**config.mk**
```make
export PLATFORM = sky130hd
export DESIGN_NAME = oai31_arc_bist
export DESIGN_NICKNAME = d
export VERILOG_FILES = /design/src/rtl/oai31_bist_pkg.sv /design/src/rtl/oai31_gray_seq.sv /design/src/rtl/oai31_arc_bist.sv
export SDC_FILE = /design/constraint.sdc
export NUM_CORES = 1
export LEC_CHECK = 0
export ABC_CLOCK_PERIOD_IN_PS = 2400
export CORE_MARGIN = 2
export CORE_UTILIZATION = 40
export CTS_BUF_LIST = sky130_fd_sc_hd__clkbuf_8
export CTS_CLUSTER_SIZE = 20
export DETAILED_ROUTE_END_ITERATION = 8
export PLACE_DENSITY = 0.66
export SETUP_SLACK_MARGIN = 0.4
export SLEW_MARGIN = 20
export SYNTH_ARGS = -nofsm -noshare
export SYNTH_HDL_FRONTEND = slang
export SYNTH_SLANG_ARGS = --single-unit
export TNS_END_PERCENT = 30
```
**constraint.sdc**
```tcl
create_clock -name CLK -period 2.4 [get_ports CLK]
set_input_delay 0.48 -clock CLK [delete_from_list [all_inputs] [get_ports CLK]]
set_output_delay 0.48 -clock CLK [all_outputs]
set_load 0.05 [all_outputs]
```
**src/rtl/oai31_bist_pkg.sv**
```systemverilog
// oai31_bist_pkg: shared state encoding and vector helpers for the oai31 arc BIST.
// Optional coverage feature (macro OAI31_ARC_COV_EN) lives in oai31_arc_bist.
package oai31_bist_pkg;

   // Vectors in one exhaustive sweep of the four cell inputs
   localparam int NVEC = 16;

   // FSM states; prefixed so they cannot collide with the top-level DONE port
   typedef enum logic [2:0] {
      ST_IDLE   = 3'd0,
      ST_DRIVE  = 3'd1,
      ST_SETTLE = 3'd2,
      ST_SAMPLE = 3'd3,
      ST_DONE   = 3'd4
   } bist_state_t;

   // 4-bit reflected Gray code of an index
   function automatic logic [3:0] gray4(input logic [3:0] i);
      return i ^ {1'b0, i[3:1]};
   endfunction

   // Ideal oai31 response for {A1,A2,A3,B}: ZN = ~((A1|A2|A3)&B)
   function automatic logic oai31_exp(input logic [3:0] vec);
      return ~((vec[3] | vec[2] | vec[1]) & vec[0]);
   endfunction

endpackage

```
**src/rtl/oai31_gray_seq.sv**
```systemverilog
// oai31_gray_seq: vector index and sweep counter for the oai31 BIST.
// Presents the current Gray vector, the pin that changed from the previous
// vector (wrapping 1000 -> 0000 between sweeps), and a last-vector flag.
module oai31_gray_seq
   import oai31_bist_pkg::*;
#(
   parameter int SWEEPS = 1
) (
   input  logic       i_clk,
   input  logic       i_rst,
   input  logic       i_clear,
   input  logic       i_advance,
   output logic [3:0] o_vec,
   output logic [3:0] o_changed,
   output logic       o_last
);

   localparam logic [3:0] IDX_LAST   = 4'(NVEC - 1);
   localparam logic [7:0] SWEEP_LAST = 8'(SWEEPS - 1);

   logic [3:0] r_idx;
   logic [7:0] r_sweep;
   logic [3:0] w_prev_idx;

   // Step the vector index, carrying into the sweep count at the end of each sweep
   always_ff @(posedge i_clk or posedge i_rst) begin
      if (i_rst) begin
         r_idx   <= 4'd0;
         r_sweep <= 8'd0;
      end else if (i_clear) begin
         r_idx   <= 4'd0;
         r_sweep <= 8'd0;
      end else if (i_advance) begin
         if (r_idx == IDX_LAST) begin
            r_idx   <= 4'd0;
            r_sweep <= r_sweep + 8'd1;
         end else begin
            r_idx   <= r_idx + 4'd1;
         end
      end
   end

   // Index 0 wraps back to 15 so the between-sweep step is reported as well
   assign w_prev_idx = r_idx - 4'd1;
   assign o_vec      = gray4(r_idx);
   assign o_changed  = gray4(r_idx) ^ gray4(w_prev_idx);
   assign o_last     = (r_idx == IDX_LAST) && (r_sweep == SWEEP_LAST);

endmodule

```
**src/rtl/oai31_arc_bist.sv**
```systemverilog
// oai31_arc_bist: self-test driver/checker for one oai31 cell.
// Sweeps {A1,A2,A3,B} through a 4-bit Gray code, waits SETTLE_CYC cycles,
// samples ZN and counts mismatches against ~((A1|A2|A3)&B).
// Optional macro OAI31_ARC_COV_EN adds ARC_COV[7:0] conditional-arc coverage
// and makes PASS require full coverage.
module oai31_arc_bist
   import oai31_bist_pkg::*;
#(
   parameter int SETTLE_CYC = 2,
   parameter int ERR_W      = 5,
   parameter int SWEEPS     = 1
) (
   input  logic             CLK,
   input  logic             RST,
   input  logic             START,
   input  logic             ZN,
   output logic             A1,
   output logic             A2,
   output logic             A3,
   output logic             B,
   output logic             BUSY,
   output logic             DONE,
   output logic             PASS,
   output logic [ERR_W-1:0] ERR_CNT,
   output logic [3:0]       FAIL_VEC
`ifdef OAI31_ARC_COV_EN
   ,
   output logic [7:0]       ARC_COV
`endif
);

   localparam logic [3:0]       SETTLE_LAST = 4'(SETTLE_CYC - 1);
   localparam logic [ERR_W-1:0] ERR_ZERO    = {ERR_W{1'b0}};
   localparam logic [ERR_W-1:0] ERR_MAX     = {ERR_W{1'b1}};

   bist_state_t      r_state;
   bist_state_t      w_state_nxt;
   logic [3:0]       r_settle;
   logic [3:0]       w_settle_nxt;
   logic [3:0]       r_pins;
   logic [3:0]       w_pins_nxt;
   logic [ERR_W-1:0] r_err;
   logic [ERR_W-1:0] w_err_nxt;
   logic [3:0]       r_fail_vec;
   logic [3:0]       w_fail_vec_nxt;
   logic             r_busy;
   logic             r_done;
   logic             r_pass;
   logic             w_pass_nxt;
   logic             w_start_acc;
   logic             w_clear;
   logic             w_advance;
   logic             w_mismatch;
   logic [3:0]       w_vec;
   logic             w_last;

`ifdef OAI31_ARC_COV_EN
   logic [3:0]       w_changed;
   logic [7:0]       r_cov;
   logic [7:0]       w_cov_nxt;
   logic [7:0]       w_cov_set;
   logic             r_prev_zn;
   logic             w_prev_zn_nxt;
   logic             r_prev_ok;
   logic             w_prev_ok_nxt;
   logic             w_toggle;
   logic             w_b_arc;
   logic             w_a_arc;
`else
   logic [3:0]       w_changed_unused;
`endif

   oai31_gray_seq #(
      .SWEEPS(SWEEPS)
   ) u_seq (
      .i_clk    (CLK),
      .i_rst    (RST),
      .i_clear  (w_clear),
      .i_advance(w_advance),
      .o_vec    (w_vec),
`ifdef OAI31_ARC_COV_EN
      .o_changed(w_changed),
`else
      .o_changed(w_changed_unused),
`endif
      .o_last   (w_last)
   );

   // START only counts when no test is running; the final SAMPLE is still busy
   assign w_start_acc = START && ((r_state == ST_IDLE) || (r_state == ST_DONE));

   // X or Z on ZN must count as a failure, hence the case-equality compare
   assign w_mismatch = !(ZN === oai31_exp(r_pins));

   // Next-state, pin drive and error bookkeeping
   always_comb begin
      w_state_nxt    = r_state;
      w_settle_nxt   = r_settle;
      w_pins_nxt     = r_pins;
      w_err_nxt      = r_err;
      w_fail_vec_nxt = r_fail_vec;
      w_clear        = 1'b0;
      w_advance      = 1'b0;
      case (r_state)
         ST_IDLE, ST_DONE: begin
            if (w_start_acc) begin
               w_state_nxt    = ST_DRIVE;
               w_clear        = 1'b1;
               w_err_nxt      = ERR_ZERO;
               w_fail_vec_nxt = 4'b0000;
            end else begin
               w_state_nxt = r_state;
            end
         end
         ST_DRIVE: begin
            w_pins_nxt   = w_vec;
            w_settle_nxt = 4'd0;
            w_state_nxt  = ST_SETTLE;
         end
         ST_SETTLE: begin
            if (r_settle == SETTLE_LAST) begin
               w_state_nxt = ST_SAMPLE;
            end else begin
               w_settle_nxt = r_settle + 4'd1;
            end
         end
         ST_SAMPLE: begin
            if (w_mismatch) begin
               // error count of zero marks the first mismatch of this test
               w_fail_vec_nxt = (r_err == ERR_ZERO) ? r_pins : r_fail_vec;
               w_err_nxt      = (r_err == ERR_MAX) ? r_err : (r_err + {{(ERR_W-1){1'b0}}, 1'b1});
            end else begin
               w_err_nxt = r_err;
            end
            if (w_last) begin
               w_state_nxt = ST_DONE;
            end else begin
               w_advance   = 1'b1;
               w_state_nxt = ST_DRIVE;
            end
         end
         default: begin
            w_state_nxt = ST_IDLE;
         end
      endcase
   end

`ifdef OAI31_ARC_COV_EN
   // A ZN toggle between consecutive samples of one test marks the arc of the flipped pin
   assign w_toggle  = r_prev_ok && (ZN != r_prev_zn);
   assign w_b_arc   = w_toggle && (w_changed == 4'b0001) && (r_pins[3:1] != 3'b000);
   assign w_a_arc   = w_toggle && (w_changed[3:1] != 3'b000);
   assign w_cov_set = {7'b0000000, w_a_arc} |
                      (w_b_arc ? (8'b00000001 << r_pins[3:1]) : 8'b00000000);

   // Coverage accumulation; cleared by an accepted START
   always_comb begin
      w_cov_nxt     = r_cov;
      w_prev_zn_nxt = r_prev_zn;
      w_prev_ok_nxt = r_prev_ok;
      if (w_start_acc) begin
         w_cov_nxt     = 8'h00;
         w_prev_zn_nxt = 1'b0;
         w_prev_ok_nxt = 1'b0;
      end else if (r_state == ST_SAMPLE) begin
         w_cov_nxt     = r_cov | w_cov_set;
         w_prev_zn_nxt = ZN;
         w_prev_ok_nxt = 1'b1;
      end else begin
         w_cov_nxt = r_cov;
      end
   end

   // Coverage registers
   always_ff @(posedge CLK or posedge RST) begin
      if (RST) begin
         r_cov     <= 8'h00;
         r_prev_zn <= 1'b0;
         r_prev_ok <= 1'b0;
      end else begin
         r_cov     <= w_cov_nxt;
         r_prev_zn <= w_prev_zn_nxt;
         r_prev_ok <= w_prev_ok_nxt;
      end
   end

   assign w_pass_nxt = (w_state_nxt == ST_DONE) && (w_err_nxt == ERR_ZERO) && (w_cov_nxt == 8'hFF);
   assign ARC_COV    = r_cov;
`else
   assign w_pass_nxt = (w_state_nxt == ST_DONE) && (w_err_nxt == ERR_ZERO);
`endif

   // State, pins, results and status flags
   always_ff @(posedge CLK or posedge RST) begin
      if (RST) begin
         r_state    <= ST_IDLE;
         r_settle   <= 4'd0;
         r_pins     <= 4'b0000;
         r_err      <= ERR_ZERO;
         r_fail_vec <= 4'b0000;
         r_busy     <= 1'b0;
         r_done     <= 1'b0;
         r_pass     <= 1'b0;
      end else begin
         r_state    <= w_state_nxt;
         r_settle   <= w_settle_nxt;
         r_pins     <= w_pins_nxt;
         r_err      <= w_err_nxt;
         r_fail_vec <= w_fail_vec_nxt;
         r_busy     <= (w_state_nxt == ST_DRIVE) || (w_state_nxt == ST_SETTLE) ||
                       (w_state_nxt == ST_SAMPLE);
         r_done     <= (w_state_nxt == ST_DONE);
         r_pass     <= w_pass_nxt;
      end
   end

   assign A1       = r_pins[3];
   assign A2       = r_pins[2];
   assign A3       = r_pins[1];
   assign B        = r_pins[0];
   assign BUSY     = r_busy;
   assign DONE     = r_done;
   assign PASS     = r_pass;
   assign ERR_CNT  = r_err;
   assign FAIL_VEC = r_fail_vec;

endmodule
```
==> flow_summary_export.csv <==
group,metric,value,unit
status,status,"complete, no violations",
synthesis,synth_cell_types,40,
global_routing,grt_overflow,0,
drt,dr.pass1.iters,4,
drt,vias,1370,
placed_design,dp_cells,254,
layout,finalNonFillerCells,262,
global_routing,grtUsageMet2,0.240,
floorplanning,die_area,0.00523,sq mm
clocking,clock-root-buffer,"clkbuf_8",
clocking,postCtsHoldBufs,0,
sta,worst_pin_slew,525,ps
sta,setup_viol,0,
sta,fin_crit,2020,ps
global_routing,grt_max_degree,36,
synthesis,synth_edf_count,0,
worst_setup_path,crit_buf_inv,1,
drt,drc,0,
floorplanning,rows,24,
synthesis,yosysTopAreaCell,"dfrtp_1",
layout,nets,222,
worst_setup_path,crit_slowest_cell,"clkdlybuf4s50_1",
floorplanning,die_h,72.3,um
synthesis,synthArstFlopShare,1.00,
global_routing,grt_use_met1,0.186,
job,cap_violations,0,
worst_setup_path,cp.arrival,1540,ps
worst_setup_path,crit_path_max_incr_delay,830,ps
clocking,cts_buffers,5,
layout,syn_to_final_growth,18.6,%
power,p_total,2510,uW
floorplanning,coreArea,0.00441,sq mm
synthesis,syn-cell-area,0.00187,sq mm
drt,wl_per_cell,13.4,um
sta,max_slew_margin,0.648,
drt,drt_iter0_markers,86,
global_routing,met3_usage,0.0431,
worst_setup_path,critPathTopFamily,"buffers and inverters",
global_routing,grt_pass1_wl,5950,um
layout,drive_above_1_share,0.119,
floorplanning,die_x,72.3,um
placed_design,place.gp.congestion,0.779,
synthesis,synth_top_cell_area_share,0.469,
sta,finalSetupTns,0,ps
worst_setup_path,critPathCaptureType,"primary output",
sta,post-route-period-util,0.842,
power,ir_drop,0.419,mV
placed_design,port-buffer-count,19,
drt,antenna_left,0,
layout,diodes,0,
synthesis,yosysSeqAreaShare,0.469,
synthesis,yosysWarnings,0,
worst_setup_path,required,1920,ps
clocking,path_clk_slew,70,ps
synthesis,yosys-top-cells-area,"dfrtp_1 (47%), ha_1 (6.0%), nor2_1 (3.4%)",
sta,rsz0062_at_grt,"true",
worst_setup_path,start_kind,"register",
sta,drv_slew,0,
placed_design,dpl_cell_area,0.00212,sq mm
worst_setup_path,cp_cell_sequence,"clkdlybuf4s50_1",
placed_design,hpwl,2530,um
global_routing,antenna_found_initial,0,
synthesis,synth_area_per_cell,10.1,sq um
drt,routed_wl,3510,um
sta,hold_viol_final,0,
clocking,clock_latency,280,ps
worst_setup_path,crit_type,"reg2out",
clocking,tritoncts,"built",
clocking,cts_max_level,2,
power,powerDensity,1130,mW/mm^2
power,power.leakage,0.00101,uW
floorplanning,initial_core_util,0.423,
synthesis,synthesis.nets,197,
min_path,worstHoldPathType,"reg2reg",
synthesis,netlist_instances,184,
synthesis,ys_ff_latch,35,
clocking,clockBufferDepth,2,
worst_setup_path,worstPathMaxFanout,4,
global_routing,track_usage,0.147,
layout,postLayoutCellArea,0.00221,sq mm
global_routing,grt_pass1_vias,1331,
drt,drt-vias-per-instance,5.23,
floorplanning,ios,20,
sta,skew,7.12,ps
clocking,cts_num_sinks,35,
sta,timing.fmax,495,MHz
global_routing,busiest_layer,"met2",
synthesis,synth_flop_cell,"dfrtp_1",
worst_setup_path,r2r_setup_slack,450,ps
timing repair:
| item | 4_1_cts | 5_1_grt |
|---|---|---|
| pin swaps | 0 | 0 |
| buffers inserted | 0 | 0 |
| endpoints found under the setup margin | 8 | 11 |
| endpoints found under the hold margin | 0 | 0 |
| gates cloned | 0 | 0 |
| resized for setup | 2 | 3 |
worst paths after layout:
path / startpoint / end / cells after the start
min in group asynchronous: RST / PASS / 3
setup reg to reg: u_seq.r_sweep[0] / BUSY / 7
max in group asynchronous: RST / r_state[1] / 3
setup / recovery: r_pins[1] / A3 / 1
hold / removal: FAIL_VEC[3] / FAIL_VEC[3] / 2
hold reg to reg: FAIL_VEC[3] / FAIL_VEC[3] / 2
cells by family after synthesis:
logic type,share of synthesized area
AO/OA/AOI/OAI,0.120
XOR/XNOR,0.0556
adder cells (fa/ha/maj),0.0603
buffers and inverters,0.0509
flip-flops,0.469
multiplexers,0.0429
AND/OR/NAND/NOR,0.201
metal layers:
layer  vias up  share of wire
li1        690              -
met1       657           0.48
met2        19           0.48
met3         4          0.027
met4         0          0.011
met5         -              0
power by group:
part	internal [uW]	switching [uW]	leakage, uW	total, uW
Sequential	750	172	0.000457	922
Combinational	454	720	0.000508	1170
Clock	199	214	0.0000453	413
per-stage QoR:
stage | util | setup WS [ps] | hold WS (ps)
after detailed placement | 0.481 | 384 | 532
after CTS | 0.500 | 336 | 549
after floorplan | - | 534 | 484
after global routing | 0.501 | 313 | 587
after global placement | 0.481 | 426 | 530
final | 0.501 | 380 | 539
synthesized netlist by cell type (3+ instances only):
cell type and number:
xor2_1 7, ha_1 9, mux2_2 4, and2_1 3, dfrtp_1 35, nand3_1 7, xnor2_1 3, a21oi_1 7
a31oi_1 3, o21ai_0 11, and3_1 4, nor2_1 17, nor3_1 5, buf_4 3, nand2_1 12, nand4_1 7
inv_1 16
state kept, by name, summed over array words and instances, names as in the netlist:
name / cells
u_seq.r_sweep: 8
ERR_CNT: 5
PASS: 1
u_seq.r_idx: 4
BUSY: 1
r_state: 3
DONE: 1
FAIL_VEC: 4
r_pins: 4
r_settle: 4
cell usage in the layout (no fill, tap or decap), types with 3 or more instances in the layout:
| master | count |
|---|---|
| a21oi_1 | 7 |
| a31oi_1 | 3 |
| and2_1 | 3 |
| and3_1 | 4 |
| buf_4 | 5 |
| clkbuf_8 | 5 |
| clkdlybuf4s50_1 | 15 |
| dfrtp_1 | 34 |
| ha_1 | 9 |
| inv_1 | 17 |
| mux2_2 | 4 |
| nand2_1 | 12 |
| nand3_1 | 7 |
| nand4_1 | 7 |
| nor2_1 | 17 |
| nor3_1 | 5 |
| o21ai_0 | 11 |
| xnor2_1 | 3 |
| xor2_1 | 7 |
layout make-up:
class | count | area [sq um]
clock buffers | 5 | 68.8
clock inverters | 3 | 16.3
fillers | 413 | 2200
inverters | 16 | 60.1
multi-input cells | 127 | 896
flip-flops and latches | 35 | 877
well taps | 52 | 65.1
repair buffers | 24 | 230
worst reg2reg max path, delay by kind of cell (launching register included):
family / cells / cell delay (ps)
buf+inv: 1 / 80
flops: 1 / 430
simple gates: 2 / 630
compound gates: 3 / 560
fa+ha+maj: 1 / 150
(Power assumes the default switching activity.)
